## config.mk

```make
export PLATFORM = sky130hd
export DESIGN_NAME = pipelined_cla_adder_flat
export DESIGN_NICKNAME = d
export VERILOG_FILES = /design/src/rtl/pipelined_cla_adder_pkg.sv /design/src/rtl/pipelined_cla_adder_if.sv /design/src/rtl/cla_segment.sv /design/src/rtl/pipelined_cla_adder.sv /design/src/flat_wrapper.sv
export SDC_FILE = /design/constraint.sdc
export NUM_CORES = 1
export LEC_CHECK = 0
export ABC_AREA = 1
export BUFFER_PORTS_ARGS = -buffer_cell sky130_fd_sc_hd__buf_2
export CELL_PAD_IN_SITES_DETAIL_PLACEMENT = 1
export CELL_PAD_IN_SITES_GLOBAL_PLACEMENT = 1
export CORE_UTILIZATION = 35
export DETAILED_ROUTE_END_ITERATION = 10
export GPL_TIMING_DRIVEN = 0
export HOLD_SLACK_MARGIN = 0.06
export PLACE_DENSITY_LB_ADDON = 0.1
export SYNTH_ARGS = -nofsm -noshare
export SYNTH_HDL_FRONTEND = slang
export SYNTH_SLANG_ARGS = --single-unit
export TNS_END_PERCENT = 5
```

## constraint.sdc

```tcl
create_clock -name clk -period 3.3 [get_ports clk]
set_input_delay 0.33 -clock clk [delete_from_list [all_inputs] [get_ports clk]]
set_output_delay 0.33 -clock clk [all_outputs]
set_load 0.02 [all_outputs]
```

## src/rtl/pipelined_cla_adder_pkg.sv

```systemverilog
// Shared definitions for the pipelined carry-lookahead adder/subtractor.
// Holds the op encoding and the per-stage control record.
package adder_pkg;

  localparam logic OP_ADD = 1'b0;
  localparam logic OP_SUB = 1'b1;

  // Width-independent part of a pipeline stage record; operand/sum/tag
  // fields are appended in the module where WIDTH and TAG_W are known.
  typedef struct packed {
    logic valid;
    logic op;
    logic carry;
    logic c_msb;
  } stage_ctl_t;

endpackage

```

## src/rtl/pipelined_cla_adder_if.sv

```systemverilog
// Operand/result handshake bundle for pipelined_cla_adder.
// slave = adder side, master = producer/consumer side.
interface pipelined_cla_adder_if #(
  parameter int unsigned WIDTH = 32,
  parameter int unsigned TAG_W = 4
);
  logic             in_valid;
  logic             in_ready;
  logic             in_op;
  logic [WIDTH-1:0] in_a;
  logic [WIDTH-1:0] in_b;
  logic             in_cin;
  logic [TAG_W-1:0] in_tag;
  logic             out_valid;
  logic             out_ready;
  logic [WIDTH-1:0] out_sum;
  logic             out_cout;
  logic             out_ovf;
  logic [TAG_W-1:0] out_tag;

  modport slave (
    input  in_valid, in_op, in_a, in_b, in_cin, in_tag, out_ready,
    output in_ready, out_valid, out_sum, out_cout, out_ovf, out_tag
  );

  modport master (
    output in_valid, in_op, in_a, in_b, in_cin, in_tag, out_ready,
    input  in_ready, out_valid, out_sum, out_cout, out_ovf, out_tag
  );
endinterface

```

## src/rtl/cla_segment.sv

```systemverilog
// Combinational SEG-bit adder built from 4-bit lookahead groups.
// Reports carry out and the carry into the segment MSB.
module cla_segment #(
  parameter int unsigned SEG = 8
) (
  input  logic [SEG-1:0] a,
  input  logic [SEG-1:0] b,
  input  logic           cin,
  output logic [SEG-1:0] sum,
  output logic           cout,
  output logic           c_msb
);
  localparam int unsigned NG = SEG / 4;

  logic [SEG-1:0] g, p, c;
  logic [NG-1:0]  gg, gp;
  logic [NG:0]    gc;

  assign g = a & b;
  assign p = a ^ b;

  always_comb begin
    gg = '0;
    gp = '0;
    gc = '0;
    c  = '0;
    for (int unsigned k = 0; k < NG; k++) begin
      gg[k] = g[4*k+3] | (p[4*k+3] & g[4*k+2]) | (p[4*k+3] & p[4*k+2] & g[4*k+1])
            | (p[4*k+3] & p[4*k+2] & p[4*k+1] & g[4*k]);
      gp[k] = &p[4*k +: 4];
    end
    gc[0] = cin;
    for (int unsigned k = 0; k < NG; k++) begin
      gc[k+1] = gg[k] | (gp[k] & gc[k]);
    end
    // Bit carries inside each group are expanded directly from the group carry-in.
    for (int unsigned k = 0; k < NG; k++) begin
      c[4*k]   = gc[k];
      c[4*k+1] = g[4*k] | (p[4*k] & gc[k]);
      c[4*k+2] = g[4*k+1] | (p[4*k+1] & g[4*k]) | (p[4*k+1] & p[4*k] & gc[k]);
      c[4*k+3] = g[4*k+2] | (p[4*k+2] & g[4*k+1]) | (p[4*k+2] & p[4*k+1] & g[4*k])
               | (p[4*k+2] & p[4*k+1] & p[4*k] & gc[k]);
    end
  end

  assign sum   = p ^ c;
  assign cout  = gc[NG];
  assign c_msb = c[SEG-1];
endmodule

```

## src/rtl/pipelined_cla_adder.sv

```systemverilog
// Pipelined CLA adder/subtractor: one SEG-bit segment resolved per stage,
// valid/ready flow control with bubble collapse on every stage.
module pipelined_cla_adder
  import adder_pkg::*;
#(
  parameter int unsigned WIDTH = 32,
  parameter int unsigned SEG   = 8,
  parameter int unsigned TAG_W = 4
) (
  input logic                 clk,
  input logic                 rst_n,
  pipelined_cla_adder_if.slave bus
);
  localparam int unsigned STAGES = WIDTH / SEG;

  if (WIDTH % SEG != 0) begin : g_chk_width
    $error("WIDTH must be a multiple of SEG");
  end
  if (SEG % 4 != 0) begin : g_chk_seg
    $error("SEG must be a multiple of 4");
  end
  if (STAGES < 1) begin : g_chk_stages
    $error("at least one stage required");
  end

  // x: resolved sum bits below the current segment, operand a above it.
  // y: operand b, already inverted for subtraction.
  typedef struct packed {
    stage_ctl_t       ctl;
    logic [WIDTH-1:0] x;
    logic [WIDTH-1:0] y;
    logic [TAG_W-1:0] tag;
  } stage_t;

  stage_t             st  [STAGES];
  stage_t             nxt [STAGES];
  logic [STAGES-1:0]  adv;

  always_comb begin
    adv = '0;
    adv[STAGES-1] = !st[STAGES-1].ctl.valid || bus.out_ready;
    for (int unsigned i = 1; i < STAGES; i++) begin
      adv[STAGES-1-i] = !st[STAGES-1-i].ctl.valid || adv[STAGES-i];
    end
  end

  for (genvar s = 0; s < STAGES; s++) begin : g_stage
    stage_t         src;
    logic [SEG-1:0] seg_sum;
    logic           seg_cout;
    logic           seg_cmsb;

    if (s == 0) begin : g_entry
      always_comb begin
        src           = '0;
        src.ctl.valid = bus.in_valid;
        src.ctl.op    = bus.in_op;
        src.ctl.carry = (bus.in_op == OP_SUB) ? ~bus.in_cin : bus.in_cin;
        src.x         = bus.in_a;
        src.y         = (bus.in_op == OP_SUB) ? ~bus.in_b : bus.in_b;
        src.tag       = bus.in_tag;
      end
    end else begin : g_chain
      assign src = st[s-1];
    end

    cla_segment #(.SEG(SEG)) u_seg (
      .a     (src.x[s*SEG +: SEG]),
      .b     (src.y[s*SEG +: SEG]),
      .cin   (src.ctl.carry),
      .sum   (seg_sum),
      .cout  (seg_cout),
      .c_msb (seg_cmsb)
    );

    always_comb begin
      nxt[s]                   = src;
      nxt[s].x[s*SEG +: SEG]   = seg_sum;
      nxt[s].ctl.carry         = seg_cout;
      nxt[s].ctl.c_msb         = seg_cmsb;
    end
  end

  always_ff @(posedge clk or negedge rst_n) begin
    if (!rst_n) begin
      for (int unsigned s = 0; s < STAGES; s++) st[s] <= '0;
    end else begin
      for (int unsigned s = 0; s < STAGES; s++) begin
        if (adv[s]) st[s] <= nxt[s];
      end
    end
  end

  assign bus.in_ready  = adv[0];
  assign bus.out_valid = st[STAGES-1].ctl.valid;
  assign bus.out_sum   = st[STAGES-1].x;
  assign bus.out_cout  = st[STAGES-1].ctl.carry;
  assign bus.out_ovf   = st[STAGES-1].ctl.carry ^ st[STAGES-1].ctl.c_msb;
  assign bus.out_tag   = st[STAGES-1].tag;
endmodule

```

## src/flat_wrapper.sv

```systemverilog
// flat-port wrapper written by rule: the top's interface ports become plain ports
module pipelined_cla_adder_flat import adder_pkg::*;
#(
  parameter int unsigned WIDTH = 32,
  parameter int unsigned SEG   = 8,
  parameter int unsigned TAG_W = 4
)
  (clk, rst_n, bus_in_valid, bus_in_op, bus_in_a, bus_in_b, bus_in_cin, bus_in_tag, bus_out_ready, bus_in_ready, bus_out_valid, bus_out_sum, bus_out_cout, bus_out_ovf, bus_out_tag);
  pipelined_cla_adder_if #(.WIDTH(WIDTH), .TAG_W(TAG_W)) bus_i ();
  input logic clk;
  input logic rst_n;
  input wire logic [$bits(bus_i.in_valid)-1:0] bus_in_valid;
  input wire logic [$bits(bus_i.in_op)-1:0] bus_in_op;
  input wire logic [$bits(bus_i.in_a)-1:0] bus_in_a;
  input wire logic [$bits(bus_i.in_b)-1:0] bus_in_b;
  input wire logic [$bits(bus_i.in_cin)-1:0] bus_in_cin;
  input wire logic [$bits(bus_i.in_tag)-1:0] bus_in_tag;
  input wire logic [$bits(bus_i.out_ready)-1:0] bus_out_ready;
  output wire logic [$bits(bus_i.in_ready)-1:0] bus_in_ready;
  output wire logic [$bits(bus_i.out_valid)-1:0] bus_out_valid;
  output wire logic [$bits(bus_i.out_sum)-1:0] bus_out_sum;
  output wire logic [$bits(bus_i.out_cout)-1:0] bus_out_cout;
  output wire logic [$bits(bus_i.out_ovf)-1:0] bus_out_ovf;
  output wire logic [$bits(bus_i.out_tag)-1:0] bus_out_tag;
  assign bus_i.in_valid = bus_in_valid;
  assign bus_i.in_op = bus_in_op;
  assign bus_i.in_a = bus_in_a;
  assign bus_i.in_b = bus_in_b;
  assign bus_i.in_cin = bus_in_cin;
  assign bus_i.in_tag = bus_in_tag;
  assign bus_i.out_ready = bus_out_ready;
  assign bus_in_ready = bus_i.in_ready;
  assign bus_out_valid = bus_i.out_valid;
  assign bus_out_sum = bus_i.out_sum;
  assign bus_out_cout = bus_i.out_cout;
  assign bus_out_ovf = bus_i.out_ovf;
  assign bus_out_tag = bus_i.out_tag;
  pipelined_cla_adder #(.WIDTH(WIDTH), .SEG(SEG), .TAG_W(TAG_W)) u_core (.clk(clk), .rst_n(rst_n), .bus(bus_i));
endmodule
```

==> results of run 1 <==
state kept, by name, indices dropped and copies added, names as in the netlist:
name and flops:
u_core.bus.out_valid 1, u_core.bus.out_cout 1, u_core.g_stage.src 162, u_core.bus.out_tag 4, u_core.bus.out_sum 32, u_core.st 1
cell usage in the layout, fill, tap and decap left out, types with 6 or more instances in the layout:
master,instances
dfrtp_1,201
clkbuf_1,17
dlygate4sd3_1,24
nand3_1,25
buf_4,39
fa_1,8
inv_1,91
xnor2_1,13
nand2_1,382
or2_2,8
o21ai_0,74
a21oi_1,16
clkbuf_16,23
clkbuf_8,6
buf_2,136
nor2_1,22
ha_1,32
xor2_1,28
o21ai_1,47
routing by layer:
layer  vias up  part of all wire  GRT usage
li1       3522                 -          -
met2       105              0.44      0.272
met4         0             0.015     0.0359
met3        24             0.032     0.0208
met1      3261              0.51      0.256
met5         -                 0          0
where the power goes:
part,leakage (nW),switching (mW),total [mW],internal [mW]
combinational,3.21,1.36,2.35,0.986
clock,0.351,0.989,2.39,1.40
sequential,2.41,0.383,3.51,3.13
cells by family (layout without fill, tap and decap cells):
| logic type | after synthesis | in the layout | share of synthesized area |
|---|---|---|---|
| DFF | 201 | 201 | 0.542 |
| and+or+nand+nor | 444 | 444 | 0.189 |
| xor gates and xnor gates | 41 | 41 | 0.0387 |
| buffers and inverters | 174 | 349 | 0.0919 |
| AOI/OAI and AO/OA | 143 | 143 | 0.0785 |
| adders and majority gates | 40 | 40 | 0.0604 |
area by class of cell:
type | instances | area [um^2] | share of cell area
clock buffer | 33 | 673 | 0.0599
multi-input combinational | 668 | 3400 | 0.302
inverter | 93 | 349 | 0.0311
sequential | 201 | 5030 | 0.447
tap | 335 | 419 | 0.0373
buffer | 81 | 504 | 0.0449
clock inverter | 5 | 28.8 | 0.00256
timing repair buffer | 137 | 838 | 0.0746
final timing paths:
check / start / endpoint / slack (ps) / cells past startpoint
setup / recovery: u_core.bus.out_valid$_DFFE_PN0P_ / bus_in_ready / 1020 / 8
hold / removal: bus_in_a[17] / u_core.g_stage[1].src[53]$_DFFE_PN0P_ / 80 / 3
setup reg to reg: u_core.g_stage[2].src[21]$_DFFE_PN0P_ / u_core.g_stage[3].src[57]$_DFFE_PN0P_ / 1120 / 8
hold reg to reg: u_core.g_stage[3].src[40]$_DFFE_PN0P_ / u_core.bus.out_sum[4]$_DFFE_PN0P_ / 460 / 2
max in group asynchronous: rst_n / u_core.bus.out_sum[7]$_DFFE_PN0P_ / 1830 / 3
min in group asynchronous: rst_n / u_core.g_stage[1].src[58]$_DFFE_PN0P_ / 420 / 2
cells in the mapped netlist (2+ instances only):
cell and instances:
a21o_1 4, a21oi_1 16, buf_2 25, buf_4 39
buf_6 3, clkbuf_1 13, dfrtp_1 201, fa_1 8
ha_1 32, inv_1 91, inv_2 2, nand2_1 382
nand3_1 25, nand4_1 2, nor2_1 22, nor2_4 2
o21ai_0 74, o21ai_1 47, or2_2 8, xnor2_1 13
xor2_1 28
worst min-delay path, cell delays in order:
cell and delay (ps):
buf_2 80, nand2_1 60, o21ai_1 70
==> results.ini, run 1 <==
[die]
ios = 114
dieArea_um2 = 27200
core_area_um2 = 26100
die_width_um = 165
die_h_um = 165
core.rowCount = 59
start_util = 0.356

[yosys]
synth_top_area_share = 0.542
synth_edf_count = 0
synth-async-reset-ratio = 1.00
post_synth_inst_count = 1043
yosys_warnings = 0
yosys_register_bits = 201
synth_top_flop_cell = dfrtp_1
syn_nets = 1157
synth_largest_area_cell = dfrtp_1
netlist_top_cells_area = dfrtp_1 (54%), nand2_1 (15%), ha_1 (4.3%)
synth_cell_types = 27
avgSynthCellArea_um2 = 8.90
synth_area_um2 = 9280
yosysSeqAreaShare = 0.542

[critical_path]
critPathLaunchType = register
crit_fanout = 10
critical-path-top-delay-family = buffers and inverters
worst_ep_arrival_time_ps = 1950
critPathBufInv = 4
path_class = reg -> out
worstPathRequired_ps = 2970
end_kind = primary output
crit_path_max_incr_delay_ps = 370
crit_chain = inv_1 > nor2_4 > nand2_4 > nor2_4 > nand2_2 > buf_6 > buf_2 > buf_2
cpMaxStageDelayCell = dfrtp_1

[grt]
antenna_found_initial = 0
grt_max_degree = 116
grt_overflow = 0
grt_use_total = 0.173
grt_pass1_vias = 7049
grt_first_pass_wirelength_um = 37100

[cells_and_area]
fillerInstances = 3119
final_util = 0.431
final_cells = 1553
layout-drive-gt1-share = 0.187
fin_area_um2 = 11200
fin_nets = 1319
diodes = 0
area_delta_synth_final_pct = 21.1

[placement]
placed_cell_area_um2 = 10300
dp_cells = 1491
pre_cts_ws_ps = 658
portBuffers = 112
hpwlAfterDp_um = 16500
gp_congestion = 0.743

[timing]
fin_hold_ws_ps = 77.3
setup_violations = 0
fmax_mhz = 439
tns_ps = 0
hold_viol = 0
relSlewSlack = 0.544
fin_crit_ps = 2280
slew_viol_final = 0
fin_crit_sh = 0.691
rsz0062_at_grt = no
setup_ws_ps = 1020
tightest_slew_ps = 684
finClkSkew_ps = 19.9

[cts]
post_cts_buffers = 0
cts.path.max_buffers = 3
cts_tree = done
cts_made_buffers = 23
cts_root_buf = clkbuf_16
hold_buffers = 23
cts_sinks = 201
clk_pin_slew_ps = 60
post_cts_resized = 0
clock_latency_ps = 510
htreeDepth = 1

[routing]
post_drt_wl_per_cell_um = 14.4
drt_iter0_drc = 285
drc = 0
ant_nets = 0
routed_wl_um = 22400
vias = 6912
vias_per_cell = 4.45
drt-pass1-iter-count = 4

[hold_path]
hp-class = in -> reg

[power_and_ir_drop]
total_power_mw = 8.25
leakage_nw = 5.97
ir_worst_vdd_mv = 0.374
power_density_nw_per_um2 = 734

[outcome]
outcome = finished clean

[run]
max-cap-violations = 0

Note: power is estimated with default switching activity, not from simulation.
==> inputs of run 2 (changes only) <==
Clock period 3.3 ns to 1.95 ns, I/O delays scaled along.
==> run 2 against run 1 <==
Against the previous run:
- non-clock buffer count is 36 higher
- critical path depth stayed put
- total power grew 76%
- final area rose by 5.2%
- critical path type is now reg -> reg
==> results.ini, run 2 (synthesis results as in run 1) <==
[outcome]
outcome = finished clean

[routing]
drt-pass1-iter-count = 4
drt_iter0_drc = 249
vias = 7143
routed_wl_um = 23000
vias_per_cell = 4.49
ant_nets = 0
post_drt_wl_per_cell_um = 14.5
drc = 0

[grt]
grt_pass1_vias = 7248
grt_first_pass_wirelength_um = 38100
antenna_found_initial = 0
grt_overflow = 0
grt_use_total = 0.178
grt_max_degree = 102

[die]
die_h_um = 165
dieArea_um2 = 27200
ios = 114
die_width_um = 165
start_util = 0.356
core.rowCount = 59
core_area_um2 = 26100

[power_and_ir_drop]
p_seq_frac = 0.409
power_density_nw_per_um2 = 1230
leakage_nw = 6.17
p_comb_frac = 0.291
total_power_mw = 14.6
switchingPower_mw = 4.72
p_int_mw = 9.84
ir_worst_vdd_mv = 0.594
clkPwrFrac = 0.300
swShare = 0.324

[timing]
finClkSkew_ps = 13.6
tightest_slew_ps = 775
fmax_mhz = 530
slew_viol_final = 0
relSlewSlack = 0.483
tns_ps = 0
rsz0062_at_grt = yes
hold_viol = 0
fin_crit_ps = 1890
setup_violations = 0
fin_crit_sh = 0.968

[critical_path]
crit_path_max_incr_delay_ps = 380
path_class = reg -> reg
critPathLaunchType = register
cpMaxStageDelayCell = dfrtp_1
worst_ep_arrival_time_ps = 2270
worstPathRequired_ps = 2330
critical-path-top-delay-family = adder cells
critPathBufInv = 0
end_kind = register
crit_chain = ha_1 > or2_4 > nand3_4 > nand2_4 > fa_2 > xor2_2 > nand2_1 > o21ai_1
crit_fanout = 3

[cells_and_area]
fillerInstances = 3096
largest_reg_flops = 162
final_cell_mix = nand2_1 (379), dfrtp_1 (201), buf_2 (132)
layout-drive-gt1-share = 0.199
final_cells = 1590
area_delta_synth_final_pct = 27.4
fin_nets = 1355
final_common_cell = nand2_1
diodes = 0

[cts]
cts_sinks = 201
cts_root_buf = clkbuf_16
htreeDepth = 1
cts.path.max_buffers = 3
cts_made_buffers = 23
cts_tree = done
clk_pin_slew_ps = 60
clock_latency_ps = 510

[placement]
dp_cells = 1491
portBuffers = 112
gp_congestion = 0.740
hpwlAfterDp_um = 16500

[hold_path]
hp-class = in -> reg

[run]
max-cap-violations = 0

## run 2: worst paths after layout
check                           slack (ps)                                   from                               endpoint  cells after the start
worst max-delay path                    60  u_core.g_stage[2].src[21]$_DFFE_PN0P_  u_core.g_stage[3].src[57]$_DFFE_PN0P_                      8
worst min-delay path                   150                            bus_in_a[7]  u_core.g_stage[1].src[69]$_DFFE_PN0P_                      4
worst max register to register          60  u_core.g_stage[2].src[21]$_DFFE_PN0P_  u_core.g_stage[3].src[57]$_DFFE_PN0P_                      8
worst min register to register         470  u_core.g_stage[3].src[39]$_DFFE_PN0P_  u_core.g_stage[3].src[39]$_DFFE_PN0P_                      2
max in group asynchronous              630                                  rst_n     u_core.bus.out_sum[11]$_DFFE_PN0P_                      3
min in group asynchronous              330                                  rst_n  u_core.g_stage[1].src[56]$_DFFE_PN0P_                      2
## run 2: cell type report
class	instances	area [um^2]	area share
well taps	335	419	0.0354
repair buffers	174	1200	0.102
flip-flops and latches	201	5030	0.425
clock inverters	6	110	0.00931
multi-input cells	668	3540	0.299
clock buffers	33	653	0.0552
plain buffers	80	524	0.0443
inverters	93	349	0.0295
## run 2: worst min-delay path, delay by kind of cell
kind / cells / cell delay (ps)
buf+inv: 1 / 80
fa+ha+maj: 1 / 140
simple gates: 1 / 50
compound gates: 1 / 130
## run 2: stage by stage
| stage | setup WS (ps) | utilization | instance area [um^2] | hold slack [ps] |
|---|---|---|---|---|
| after floorplan | -26.2 | - | 9320 | -101 |
| after global placement | -2930 | 0.395 | 10300 | 398 |
| after detailed placement | -263 | 0.397 | 10300 | 304 |
| after CTS | -35.8 | 0.450 | 11700 | 128 |
| after global routing | -4.80 | 0.454 | 11800 | 192 |
| final | 61.8 | 0.454 | 11800 | 149 |
## run 2: repair_timing
action                                 4_1_cts  5_1_grt
setup endpoints to repair                    7        7
hold buffers                                56        0
resized for setup                           14       14
endpoints found under the hold margin      153        0
pin swaps                                    5        8
setup buffers                                1        4
## run 2: per-layer routing
metal	global-route usage	part of all wire	up-vias
li1	-	-	3606
met1	0.259	0.51	3396
met2	0.282	0.44	112
met3	0.0236	0.034	29
met4	0.0375	0.015	0
met5	0	0	-
## run 2: power by group through the flow
stage                     registers [mW]  logic [mW]  clock network (mW)
final                               5.96        4.24                4.37
after global routing                6.11        4.85                4.67
after CTS                           5.96        4.23                4.51
after detailed placement            6.02        4.02                   0
after global placement              5.99        3.91                   0
after floorplan                     5.80        2.88                   0
